$ cat src/rtl/display_pkg.sv
// display_pkg
// Shared types, constants and helper functions for the seven-segment
// display scheduler: controller state encoding, display geometry,
// the leading-zero blanking rule and the double-dabble nibble correction.
package display_pkg;

  typedef enum logic [1:0] {
    IDLE    = 2'd0,
    CONVERT = 2'd1,
    SHOW    = 2'd2
  } state_t;

  localparam int NUM_DIGITS  = 4;
  localparam int MAX_DISPLAY = 9999;
  localparam int BCD_W       = 16;

  // Leading-zero blanking: a digit is blanked only if it and every digit to
  // its left are zero. The units digit is never blanked, so 0 shows as "0".
  function automatic logic [NUM_DIGITS-1:0] blank_f(input logic [BCD_W-1:0] bcd);
    logic [NUM_DIGITS-1:0] b;
    b[3] = (bcd[15:12] == 4'd0);
    b[2] = b[3] & (bcd[11:8] == 4'd0);
    b[1] = b[2] & (bcd[7:4] == 4'd0);
    b[0] = 1'b0;
    return b;
  endfunction

  // Double-dabble correction: every BCD nibble >= 5 gets +3 before the shift
  // so that the shift carries correctly into the next decade.
  function automatic logic [BCD_W-1:0] dabble_adjust_f(input logic [BCD_W-1:0] bcd);
    logic [BCD_W-1:0] r;
    r = bcd;
    for (int i = 0; i < NUM_DIGITS; i++) begin
      r[4*i +: 4] = (bcd[4*i +: 4] >= 4'd5) ? (bcd[4*i +: 4] + 4'd3) : bcd[4*i +: 4];
    end
    return r;
  endfunction

endpackage

$ cat src/rtl/bin2bcd_seq.sv
// bin2bcd_seq
// Sequential double-dabble binary-to-BCD converter, one iteration per clock.
// A start pulse loads the binary operand; VAL_W iterations follow. done is
// high during the cycle whose closing edge performs the last iteration, and
// bcd carries that iteration's result, so the caller can register the final
// digits on the same edge that done marks.
// Ports:
//   clock_100Mhz  system clock
//   reset         synchronous, active-high
//   start         load bin and begin a conversion (ignored bits: none)
//   bin           binary operand, VAL_W bits
//   done          last-iteration marker (combinational, one cycle)
//   bcd           result of the iteration performed at the next edge
module bin2bcd_seq
  import display_pkg::*;
#(
  parameter int VAL_W = 14
) (
  input  logic             clock_100Mhz,
  input  logic             reset,
  input  logic             start,
  input  logic [VAL_W-1:0] bin,
  output logic             done,
  output logic [BCD_W-1:0] bcd
);

  localparam int CNT_W = $clog2(VAL_W);

  logic [VAL_W-1:0] bin_r;
  logic [BCD_W-1:0] bcd_r;
  logic [CNT_W-1:0] cnt_r;
  logic             active_r;
  logic [BCD_W-1:0] adj_s;
  logic [BCD_W-1:0] step_bcd_s;
  logic             last_s;

  // One iteration: correct the nibbles, then shift the binary MSB in.
  always_comb begin
    adj_s      = dabble_adjust_f(bcd_r);
    step_bcd_s = {adj_s[BCD_W-2:0], bin_r[VAL_W-1]};
  end

  assign last_s = active_r && (cnt_r == CNT_W'(VAL_W - 1));
  assign done   = last_s;
  assign bcd    = step_bcd_s;

  // Iteration state: load on start, advance one bit per cycle, stop after the last bit.
  always_ff @(posedge clock_100Mhz) begin
    if (reset) begin
      active_r <= 1'b0;
      cnt_r    <= '0;
      bin_r    <= '0;
      bcd_r    <= '0;
    end else if (start) begin
      active_r <= 1'b1;
      cnt_r    <= '0;
      bin_r    <= bin;
      bcd_r    <= '0;
    end else if (active_r) begin
      active_r <= ~last_s;
      cnt_r    <= cnt_r + CNT_W'(1);
      bin_r    <= {bin_r[VAL_W-2:0], 1'b0};
      bcd_r    <= step_bcd_s;
    end else begin
      active_r <= active_r;
      cnt_r    <= cnt_r;
      bin_r    <= bin_r;
      bcd_r    <= bcd_r;
    end
  end

endmodule

$ cat src/rtl/seg_display_scheduler.sv
// seg_display_scheduler
// Shares the 4-digit seven-segment display between four requesters. Grants
// ownership round-robin with a minimum dwell time, saturates the owner's
// value at 9999, converts it to BCD with a sequential double-dabble engine
// and publishes stable digits plus leading-zero blanking to the scan driver.
// Ports:
//   clock_100Mhz  system clock
//   reset         synchronous, active-high
//   req           per-requester request, level-sensitive
//   value         packed values, requester i at [i*VAL_W +: VAL_W]
//   grant         one-hot current owner, 0 when idle
//   src_id        index of the current owner
//   bcd_digits    [15:12] thousands .. [3:0] units
//   digit_blank   per-digit blank, same ordering as bcd_digits
//   bcd_valid     bcd_digits hold a completed conversion
//   overflow      displayed value was saturated
//   busy          conversion in progress
module seg_display_scheduler
  import display_pkg::*;
#(
  parameter int NUM_SRC      = 4,
  parameter int VAL_W        = 14,
  parameter int DWELL_CYCLES = 100_000_000
) (
  input  logic                     clock_100Mhz,
  input  logic                     reset,
  input  logic [NUM_SRC-1:0]       req,
  input  logic [NUM_SRC*VAL_W-1:0] value,
  output logic [NUM_SRC-1:0]       grant,
  output logic [1:0]               src_id,
  output logic [BCD_W-1:0]         bcd_digits,
  output logic [NUM_DIGITS-1:0]    digit_blank,
  output logic                     bcd_valid,
  output logic                     overflow,
  output logic                     busy
);

  localparam int DW_W = $clog2(DWELL_CYCLES + 1);

  state_t                  state_r;
  state_t                  state_nx_s;
  logic [NUM_SRC-1:0]      grant_r;
  logic [1:0]              src_id_r;
  logic [1:0]              last_id_r;
  logic                    ovf_pend_r;
  logic [BCD_W-1:0]        digits_r;
  logic [NUM_DIGITS-1:0]   blank_r;
  logic                    valid_r;
  logic                    ovf_r;
  logic                    busy_r;
  logic [DW_W-1:0]         dwell_r;

  logic                    any_req_s;
  logic [1:0]              cand_s;
  logic [1:0]              sel_id_s;
  logic [VAL_W-1:0]        sel_val_s;
  logic                    sat_ovf_s;
  logic [VAL_W-1:0]        sat_val_s;
  logic                    start_s;
  logic                    go_idle_s;
  logic                    dwell_end_s;
  logic                    publish_s;
  logic                    conv_done_s;
  logic [BCD_W-1:0]        conv_bcd_s;

  assign any_req_s = |req;

  // Round-robin search from last_id+1; scanning from the far end lets the
  // nearest set request overwrite, so the first one after last_id wins and
  // the previous owner is reached last (it wins only if it is alone).
  always_comb begin
    cand_s   = 2'd0;
    sel_id_s = last_id_r;
    for (int k = NUM_SRC; k >= 1; k--) begin
      cand_s   = last_id_r + 2'(k);
      sel_id_s = req[cand_s] ? cand_s : sel_id_s;
    end
  end

  // Saturation of the selected value to the largest displayable number.
  always_comb begin
    sel_val_s = value[sel_id_s*VAL_W +: VAL_W];
    sat_ovf_s = (sel_val_s > VAL_W'(MAX_DISPLAY));
    sat_val_s = sat_ovf_s ? VAL_W'(MAX_DISPLAY) : sel_val_s;
  end

  assign publish_s = (state_r == CONVERT) && conv_done_s;

  // Next-state logic: select from IDLE or at SHOW exit, otherwise hold or advance.
  always_comb begin
    state_nx_s  = state_r;
    start_s     = 1'b0;
    go_idle_s   = 1'b0;
    dwell_end_s = (dwell_r == DW_W'(DWELL_CYCLES - 1)) || !req[src_id_r];
    case (state_r)
      IDLE: begin
        if (any_req_s) begin
          start_s    = 1'b1;
          state_nx_s = CONVERT;
        end else begin
          state_nx_s = IDLE;
        end
      end
      CONVERT: begin
        if (conv_done_s) begin
          state_nx_s = SHOW;
        end else begin
          state_nx_s = CONVERT;
        end
      end
      SHOW: begin
        if (dwell_end_s) begin
          if (any_req_s) begin
            start_s    = 1'b1;
            state_nx_s = CONVERT;
          end else begin
            go_idle_s  = 1'b1;
            state_nx_s = IDLE;
          end
        end else begin
          state_nx_s = SHOW;
        end
      end
      default: begin
        state_nx_s = IDLE;
      end
    endcase
  end

  // State register and busy flag, which mirrors the CONVERT state.
  always_ff @(posedge clock_100Mhz) begin
    if (reset) begin
      state_r <= IDLE;
      busy_r  <= 1'b0;
    end else begin
      state_r <= state_nx_s;
      busy_r  <= (state_nx_s == CONVERT);
    end
  end

  // Ownership: grant, owner index, rotation pointer and pending saturation flag.
  always_ff @(posedge clock_100Mhz) begin
    if (reset) begin
      grant_r    <= '0;
      src_id_r   <= 2'd0;
      last_id_r  <= 2'd3;
      ovf_pend_r <= 1'b0;
    end else if (start_s) begin
      grant_r    <= {{(NUM_SRC-1){1'b0}}, 1'b1} << sel_id_s;
      src_id_r   <= sel_id_s;
      last_id_r  <= sel_id_s;
      ovf_pend_r <= sat_ovf_s;
    end else if (go_idle_s) begin
      grant_r    <= '0;
      src_id_r   <= src_id_r;
      last_id_r  <= last_id_r;
      ovf_pend_r <= ovf_pend_r;
    end else begin
      grant_r    <= grant_r;
      src_id_r   <= src_id_r;
      last_id_r  <= last_id_r;
      ovf_pend_r <= ovf_pend_r;
    end
  end

  // Published display: changes only on a completed conversion or when going idle.
  always_ff @(posedge clock_100Mhz) begin
    if (reset) begin
      digits_r <= '0;
      blank_r  <= 4'b1111;
      valid_r  <= 1'b0;
      ovf_r    <= 1'b0;
    end else if (publish_s) begin
      digits_r <= conv_bcd_s;
      blank_r  <= blank_f(conv_bcd_s);
      valid_r  <= 1'b1;
      ovf_r    <= ovf_pend_r;
    end else if (go_idle_s) begin
      digits_r <= digits_r;
      blank_r  <= 4'b1111;
      valid_r  <= 1'b0;
      ovf_r    <= 1'b0;
    end else begin
      digits_r <= digits_r;
      blank_r  <= blank_r;
      valid_r  <= valid_r;
      ovf_r    <= ovf_r;
    end
  end

  // Dwell counter: cleared at publish, counts every SHOW cycle.
  always_ff @(posedge clock_100Mhz) begin
    if (reset) begin
      dwell_r <= '0;
    end else if (publish_s) begin
      dwell_r <= '0;
    end else if (state_r == SHOW) begin
      dwell_r <= dwell_r + DW_W'(1);
    end else begin
      dwell_r <= dwell_r;
    end
  end

  bin2bcd_seq #(
    .VAL_W (VAL_W)
  ) u_bin2bcd (
    .clock_100Mhz (clock_100Mhz),
    .reset        (reset),
    .start        (start_s),
    .bin          (sat_val_s),
    .done         (conv_done_s),
    .bcd          (conv_bcd_s)
  );

  assign grant       = grant_r;
  assign src_id      = src_id_r;
  assign bcd_digits  = digits_r;
  assign digit_blank = blank_r;
  assign bcd_valid   = valid_r;
  assign overflow    = ovf_r;
  assign busy        = busy_r;

endmodule
$ cat config.mk
export PLATFORM = sky130hd
export DESIGN_NAME = seg_display_scheduler
export DESIGN_NICKNAME = d
export VERILOG_FILES = /design/src/rtl/display_pkg.sv /design/src/rtl/bin2bcd_seq.sv /design/src/rtl/seg_display_scheduler.sv
export SDC_FILE = /design/constraint.sdc
export NUM_CORES = 1
export LEC_CHECK = 0
export CAP_MARGIN = 20
export CORE_UTILIZATION = 40
export CTS_CLUSTER_DIAMETER = 60
export DETAILED_ROUTE_END_ITERATION = 8
export PLACE_DENSITY = 0.62
export SYNTH_ARGS = -nofsm -noshare
export SYNTH_HDL_FRONTEND = slang
export SYNTH_SLANG_ARGS = --single-unit
$ cat constraint.sdc
create_clock -name clock_100Mhz -period 3.15 [get_ports clock_100Mhz]
set_clock_uncertainty 0.15 [all_clocks]
set_input_delay 0.63 -clock clock_100Mhz [delete_from_list [all_inputs] [get_ports clock_100Mhz]]
set_output_delay 0.63 -clock clock_100Mhz [all_outputs]
set_load 0.02 [all_outputs]
# After elaboration in Yosys (flattened, before gate mapping)
# Index checks and enable logic that the tools add are counted.
classes:
  eq_ne: 5
  add_sub_neg: 9
  n_reduce_logical: 14
  bitwise: 3
  multipliers: 1
  magnitude_cmp: 9
  shift: 2
  muxes: 37
ops:
  columns: ["cell", "n"]
  rows:
  - ["$shiftx 56x7->14", 1]
  - ["$mux 14", 3]
  - ["$mux 4", 7]
  - ["$add 27x1->27 const B", 1]
  - ["$eq 27x27->1 const B", 1]
  - ["$ge 4x3->1 const B", 4]
  - ["$mux 1", 15]
  - ["$gt 14x14->1 const B", 1]
  - ["$add 4x2->4 const B", 3]
  - ["$logic_not 4->1", 3]
  - ["$lt 2x3->1 const B", 4]
  - ["$mux 2", 5]
  - ["$bmux 1 s2", 4]
  - ["$pmux 2 s3", 1]
  - ["$reduce_bool 2->1", 3]
  - ["$mul 2x3->5 const B", 1]
  - ["$add 2x2->2 const B", 2]
  - ["$add 4x1->4 const B", 1]
  - ["$eq 2x1->1 const B", 2]
  - ["$eq 4x4->1 const B", 1]
  - ["$reduce_or 2->1", 2]
  - ["$reduce_or 4->1", 1]
  - ["$shl 1x2->4 const A", 1]
  - ["$add 3x2->3 const B", 1]
  - ["other kinds (10)", 12]
word_totals:
  ff_bits: 96
  elab_cells: 95
  in_bits: 62
  output_inout_bits: 29

# Longest topological paths before layout
# Gate-level depths: netlist (run 1).
logic_depth:
  ltp_word: 11
  depth_mapped: 11
  depth_no_buf: 9

# Hierarchy
# From an unflattened synthesis (run 1), not the netlist that was laid out.
hier_totals:
  cells_unflattened: 614
  area_unflattened_um2: 4961.0
by_module_without_submodules:
  columns: ["mod", "instances", "seq_area_each_um2", "cells_per_inst", "area_each_um2"]
  rows:
  - ["seg_display_scheduler", 1, 1221.2, 382, 3083.0]
  - ["bin2bcd_seq", 1, 700.7, 232, 1878.1]

# Worst setup path after synthesis (run 1)
# No wires, ideal clock.
synth_timing:
  kind: "input -> register"
  from: "in req[0]"
  to: "reg u_bin2bcd.bin_r[11]"
  slack_ns: 0.603
  setup_time_ns: 0.103
  path_buffers: 3
  t_arrival_ns: 2.294
  path_stages: 10
  required_ns: 2.897
  path_cell_list: "a21o_1 -> a31oi_2 -> buf_6 -> buf_4 -> mux2i_1 -> mux2i_1 -> o21ai_1 -> o211ai_2 -> buf_6 -> a2111oi_2"
synth_via:
  elab_chain_len: 10
  elab_cells_between_ends: 23
  cone_classes: "1 x mul; 1 x order compare; 1 x shift; 16 x mux; 4 x reduce/logical"
synth_rtl:
  columns: ["item", "line", "text"]
  rows:
  - ["start: declaration", "seg_display_scheduler.sv:27", "input logic [NUM_SRC-1:0] req,"]
  - ["$bmux 1 s2", "seg_display_scheduler.sv:76", "sel_id_s = req[cand_s] ? cand_s : sel_id_s;"]
  - ["$mux 1 (not written as such)", "seg_display_scheduler.sv:76", null]
  - ["$mux 2 (3 in series)", "seg_display_scheduler.sv:76", null]
  - ["$mul 2x3->5", "seg_display_scheduler.sv:82", "sel_val_s = value[sel_id_s*VAL_W +: VAL_W];"]
  - ["$shiftx 56x7->14", "seg_display_scheduler.sv:82", null]
  - ["$gt 14x14->1", "seg_display_scheduler.sv:83", "sat_ovf_s = (sel_val_s > VAL_W'(MAX_DISPLAY));"]
  - ["$mux 14", "seg_display_scheduler.sv:84", "sat_val_s = sat_ovf_s ? VAL_W'(MAX_DISPLAY) : sel_val_s;"]
  - ["$mux 14", "bin2bcd_seq.sv:54", "end else if (start) begin"]
  - ["end signal: assignment", "bin2bcd_seq.sv:57", "bin_r <= bin;"]
  - ["end signal: assignment", "bin2bcd_seq.sv:62", "bin_r <= {bin_r[VAL_W-2:0], 1'b0};"]
  - ["end signal: assignment", "bin2bcd_seq.sv:67", "bin_r <= bin_r;"]
  - ["end: declaration", "bin2bcd_seq.sv:29", "logic [VAL_W-1:0] bin_r;"]
# Several ways; a longest one is shown, not always the timed one. The select of a mux whose other input is x is not followed.
# A chain may end at the register's enable or synchronous reset.

# Worst setup path after layout (run 1)
layout_timing:
  from: "in req[0]"
  to: "reg u_bin2bcd.bin_r[5]"
# Same word-level chain as after synthesis.

==> impl_metrics.json, run 1 <==
{
  "seqCellArea_sq_um": 1920,
  "wl_um": 11900,
  "place.gp.congestion": 0.793,
  "synthToLayoutAreaGrowth_pct": 30.4,
  "grt_pass1_wl_um": 19800,
  "synth_seq_cells": 96,
  "critPathArrivalTime_ns": 3.06,
  "detail_route.first_pass.iterations": 4,
  "synth_area_sq_um": 4900,
  "synthCells": 557,
  "n_antenna_cell": 0,
  "die_area_sq_um": 12700,
  "fp.dieH_um": 113,
  "synthArstFlopShare": 0,
  "detailed_place.area_sq_um": 6060,
  "grt_usage": 0.193,
  "route.detailed.drc": 0,
  "layout-drive-gt1-share": 0.105,
  "placed_cells": 792,
  "numCtsBuffers": 9,
  "period_share": 0.944,
  "p_sw_frac": 0.265,
  "cts_sinks": 96,
  "critPathMaxFanout": 10,
  "fmax_mhz": 336,
  "synth_area_leaders": "dfxtp_1, mux2i_1, nor2_1",
  "clk_pin_slew_ns": 0.07,
  "finalInstanceArea_sq_um": 6390,
  "antenna_found_initial": 0,
  "grt_remaining_overflow": 0,
  "dp_hpwl_um": 8510,
  "tightest_slew_ns": 0.759,
  "slew_headroom": 0.492,
  "required_ns": 3.24,
  "synth-adder-area-share": 0.0281,
  "tns_ns": 0,
  "cts_tree": "built",
  "pwr-share-seq": 0.434,
  "ctsResizeCount": 0,
  "vdd_drop_max_mv": 0.299,
  "setup_viol": 0,
  "synth_flop_cell": "dfxtp_1",
  "nNetsFinal": 734,
  "p_switching_mw": 0.792,
  "synth_top_area_cell": "dfxtp_1",
  "die_x_um": 113,
  "htree_levels": 3,
  "post_cts_buffers": 0,
  "syn_avg_cell_area_sq_um": 8.80,
  "yosysUniqueCellTypes": 53,
  "globalRouteMet3Util": 0.0370,
  "total_power_mw": 2.98,
  "synth_compound_area_frac": 0.154,
  "hold_class": "register to register",
  "power_density_nw_per_um2": 467,
  "hold_viol": 0,
  "synth-edff-count": 0,
  "post-route-min-period_ns": 2.97,
  "clkPwrFrac": 0.363,
  "intPower_mw": 2.19,
  "multiInputGateArea_sq_um": 2750,
  "nFillCells": 1088,
  "busiest_layer": "met2",
  "clockBufferDepth": 2,
  "worstSetupPathType": "primary input to register",
  "use_met2": 0.319,
  "core_region_area_sq_um": 12000,
  "yosys.area_share.simple": 0.210,
  "synth_mux_area_frac": 0.113,
  "final_cells": 813,
  "vias": 4249,
  "groute.layer.met1.usage": 0.251,
  "maxCapViolCount": 0,
  "p_comb_frac": 0.203,
  "antenna_left": 0,
  "leakage_nw": 2.43,
  "seq_area_frac_synth": 0.392,
  "first_global_vias": 4164,
  "status": "finished clean",
  "synth_top_family_by_area": "simple AND/OR/NAND/NOR gates",
  "ios": 91,
  "rows": 40,
  "cp-start-kind": "primary input",
  "synth_nets": 630,
  "hold_ws_ns": 0.306,
  "r2r_setup_slack_ns": 0.47,
  "port-buffer-count": 90,
  "clock_latency_ns": 0.34,
  "drt-initial-drc-count": 181,
  "root_buffer": "clkbuf_16",
  "synth_top_area_frac": 0.392,
  "cts_hold_buf": 0,
  "ys_warn_count": 0,
  "grt_max_degree": 41,
  "end_kind": "register",
  "synth_xor_area_frac": 0.0518,
  "initial_core_util": 0.410,
  "wl_per_cell_um": 14.6,
  "routed_via_density": 5.23,
  "maxSlewViolCount": 0
}
==> state kept, by name, summed over array words and instances, names as in the netlist, 2 cells and up <==
name and flops:
bcd_digits 16, state_r 2, u_bin2bcd.bin_r 14, u_bin2bcd.bcd_r 16, digit_blank 4, last_id_r 2, src_id 2, u_bin2bcd.cnt_r 4
dwell_r 27, grant 4
==> area by class of cell <==
cell class                      instances  share of cell area
Tap cell                              147              0.0288
Clock buffer                            9              0.0352
Inverter                               18              0.0106
Clock inverter                          7              0.0114
Timing Repair Buffer                  125               0.183
Multi-Input combinational cell        411               0.430
Sequential cell                        96               0.301
==> stage by stage <==
step	setup WS, ns	util
2_1_floorplan	0.603	-
3_3_place_gp	-0.165	0.506
3_5_place_dp	-0.280	0.506
4_1_cts	0.0605	0.531
5_1_grt	-0.000642	0.534
6_report	0.176	0.534
==> path summary, 6_finish.rpt <==
| kind | startpoint | end | depth (start not counted) |
|---|---|---|---|
| max | req[0] | u_bin2bcd.bin_r[5] | 10 |
| min | bcd_digits[5] | bcd_digits[5] | 2 |
| max reg2reg | last_id_r[1] | u_bin2bcd.bin_r[5] | 9 |
| min reg2reg | bcd_digits[5] | bcd_digits[5] | 2 |
==> power groups by stage <==
stage / Clock [mW] / Sequential, mW / Combinational [mW]
after floorplan: 0 / 1.32 / 0.375
after detailed placement: 0 / 1.32 / 0.589
final: 1.08 / 1.29 / 0.604
after CTS: 1.12 / 1.29 / 0.593
after global placement: 0 / 1.32 / 0.576
after global routing: 1.16 / 1.30 / 0.659
==> routing by layer <==
metal,wire (um),vias up
met4,187,0
met2,5460,95
met5,0,-
met3,542,16
li1,-,2174
met1,5690,1964
==> synth_stat cells, types with 2 or more instances <==
| cell type | instances |
|---|---|
| and2_1 | 3 |
| nand3_1 | 21 |
| o21ai_1 | 3 |
| nor2b_1 | 10 |
| a211oi_1 | 15 |
| nor3_1 | 6 |
| nor3b_1 | 7 |
| nand3b_1 | 4 |
| nand4_1 | 10 |
| a221oi_1 | 5 |
| a21oi_1 | 44 |
| dfxtp_1 | 96 |
| buf_6 | 4 |
| a31oi_1 | 2 |
| buf_4 | 3 |
| mux2i_1 | 53 |
| nand2b_1 | 6 |
| o211a_1 | 4 |
| xnor2_1 | 10 |
| inv_1 | 18 |
| or3_1 | 4 |
| nor2_1 | 67 |
| o21ai_0 | 19 |
| nor4_1 | 3 |
| a2111oi_2 | 5 |
| clkbuf_1 | 17 |
| and3_1 | 3 |
| and4_1 | 6 |
| ha_1 | 11 |
| buf_2 | 6 |
| xor2_1 | 19 |
| nand2_1 | 52 |
==> logic make-up (layout without fill, tap and decap cells) <==
logic type	after synthesis	count (layout)
DFF	96	96
xor gates and xnor gates	29	29
and+or+nand+nor	208	208
AOI/OAI and AO/OA	109	109
muxes	54	54
adders and majority gates	11	11
buffers and inverters	50	159
==> critical path, stage by stage <==
cell             delay [ns]
clkdlybuf4s50_1        0.43
a21o_1                 0.21
a31oi_4                0.29
buf_4                  0.19
mux2i_1                0.20
mux2i_1                0.13
nor4_2                 0.35
o211ai_2               0.16
buf_12                 0.18
a2111oi_2              0.30
==> layout by cell type, fill, tap and decap left out, types with 15 or more instances in the layout <==
cell,n
dfxtp_1,96
mux2i_1,53
o21ai_0,19
nand2_1,52
inv_1,18
nand3_1,21
clkdlybuf4s50_1,89
a21oi_1,44
a211oi_1,15
buf_4,34
nor2_1,67
xor2_1,19
(Power assumes the default switching activity.)
==> run 2, diff against run 1 <==
==> constraint.sdc (replaced) <==
create_clock -name clock_100Mhz -period 3.15 [get_ports clock_100Mhz]
set_clock_uncertainty 0.15 [all_clocks]
set_input_delay 0.315 -clock clock_100Mhz [delete_from_list [all_inputs] [get_ports clock_100Mhz]]
set_output_delay 0.315 -clock clock_100Mhz [all_outputs]
set_load 0.02 [all_outputs]
==> run 2 against run 1 <==
Against the previous run:
- largest power group unchanged
- sequential share of layout area increased by 0.51 points
- wire length shrank 1.1%
- fmax is 7.2% higher
- first-iteration DRC count increased by 28%
- count of clock-buffer cells in the layout is 2 higher
- worst hold slack lost 0.044 ns
- clock power increased by 6%
- largest cell class unchanged
==> impl_metrics.json, run 2 (synthesis results as in run 1) <==
{
  "detailed_place.area_sq_um": 5970,
  "mostFrequentLayoutCells": "dfxtp_1, clkdlybuf4s50_1, nor2_1",
  "setup_viol": 0,
  "initial_core_util": 0.410,
  "rsz0062_at_grt": "no",
  "die_area_sq_um": 12700,
  "vias": 4197,
  "tightest_slew_ns": 0.867,
  "ctsResizeCount": 0,
  "finalInstanceArea_sq_um": 6280,
  "leakage_nw": 2.35,
  "final_common_cell": "dfxtp_1",
  "total_power_mw": 3.00,
  "clk_pin_slew_ns": 0.07,
  "post-route-min-period_ns": 2.77,
  "clock_latency_ns": 0.35,
  "reg2reg_to": "u_bin2bcd.bin_r[6]",
  "routed_via_density": 5.28,
  "core_region_area_sq_um": 12000,
  "nFillCells": 1117,
  "rr_worst_depth": 9,
  "slew_headroom": 0.421,
  "seqCellArea_sq_um": 1920,
  "p_switching_mw": 0.768,
  "intPower_mw": 2.23,
  "hold_ws_ns": 0.261,
  "rr_startpoint": "last_id_r[1]",
  "final_cells": 795,
  "worstSetupPathType": "register to register",
  "maxCapViolCount": 0,
  "rows": 40,
  "pwr-share-seq": 0.431,
  "grt_max_degree": 41,
  "p_sw_frac": 0.256,
  "route.detailed.drc": 0,
  "hold_path_end": "digit_blank[0]",
  "end_kind": "register",
  "tns_ns": 0,
  "wl_um": 11800,
  "antenna_found_initial": 0,
  "power_density_nw_per_um2": 477,
  "first_global_vias": 4108,
  "drt-initial-drc-count": 231,
  "maxSlewViolCount": 0,
  "period_share": 0.881,
  "synthToLayoutAreaGrowth_pct": 28.2,
  "cts_tree": "built",
  "cts_sinks": 96,
  "n_antenna_cell": 0,
  "critPathArrivalTime_ns": 2.86,
  "hp-start": "reset",
  "port-buffer-count": 90,
  "wl_per_cell_um": 14.8,
  "largest_reg_flops": 27,
  "grt_usage": 0.191,
  "ios": 91,
  "vdd_drop_max_mv": 0.250,
  "htree_levels": 3,
  "post_cts_buffers": 0,
  "hold_class": "primary input to register",
  "status": "finished clean",
  "numCtsBuffers": 9,
  "dpl_worst_slack_ns": 0.0252,
  "required_ns": 3.24,
  "hold_depth": 3,
  "grt_remaining_overflow": 0,
  "top_register": "dwell_r",
  "fmax_mhz": 361,
  "layout-drive-gt1-share": 0.0772,
  "clockBufferDepth": 2,
  "placed_cells": 779,
  "place.gp.congestion": 0.809,
  "root_buffer": "clkbuf_16",
  "r2r_setup_slack_ns": 0.38,
  "dp_hpwl_um": 8360,
  "critPathMaxFanout": 14,
  "die_x_um": 113,
  "detail_route.first_pass.iterations": 4,
  "nNetsFinal": 716,
  "hold_viol": 0,
  "antenna_left": 0,
  "p_comb_frac": 0.185,
  "utilization": 0.525,
  "cp-start-kind": "register",
  "cts_hold_buf": 0,
  "grt_pass1_wl_um": 19600,
  "fp.dieH_um": 113,
  "setup_ws_ns": 0.376,
  "clkPwrFrac": 0.384,
  "multiInputGateArea_sq_um": 2750
}
-- run 2: changes by cell type in the layout (fill, tap and decap cells not counted), sizes merged --
cell	before	now
clkbuf	9	11
clkinv	4	2
buf	36	18
bufinv	1	2
clkinvlp	2	1
-- run 2: how the worst max path moves through the flow --
| stage | startpoint | endpoint | slack [ns] | cells after the start |
|---|---|---|---|---|
| 2_1_floorplan | last_id_r[1] | u_bin2bcd.bin_r[11] | 0.84 | 11 |
| 3_3_place_gp | req[3] | u_bin2bcd.bin_r[5] | 0.14 | 10 |
| 3_5_place_dp | req[1] | u_bin2bcd.bin_r[6] | 0.03 | 10 |
| 4_1_cts | last_id_r[1] | u_bin2bcd.bin_r[6] | 0.36 | 9 |
| 5_1_grt | last_id_r[1] | u_bin2bcd.bin_r[7] | 0.16 | 9 |
| 6_report | last_id_r[1] | u_bin2bcd.bin_r[6] | 0.38 | 9 |
-- run 2: critical path, cell delays in order, from the launching register on --
cell and delay (ns):
dfxtp_1 0.47, nand3b_1 0.17, a31oi_4 0.42, buf_12 0.22, mux2i_1 0.23, mux2i_1 0.13, nor4_2 0.25, o211ai_2 0.15
buf_12 0.18, a2111oi_2 0.28
-- run 2: power by group through the flow --
stage	logic, mW	clock network, mW	registers, mW
after floorplan	0.375	0	1.32
after global placement	0.546	0	1.32
after detailed placement	0.556	0	1.32
after CTS	0.559	1.17	1.29
after global routing	0.605	1.23	1.30
final	0.554	1.15	1.29
-- run 2: layer usage --
layer	vias to the layer above	share of wire	GRT usage
met4	0	0.013	0.0640
met5	-	0	0
met2	92	0.44	0.310
li1	2135	-	-
met3	11	0.050	0.0402
met1	1959	0.50	0.253
-- run 2: final cells by class --
cell class,count,share of cell area
clock buffer,11,0.0370
clock inverter,5,0.0129
inverter,18,0.0108
multi-input combinational,411,0.437
sequential,96,0.306
tap,147,0.0293
timing repair buffer,107,0.167
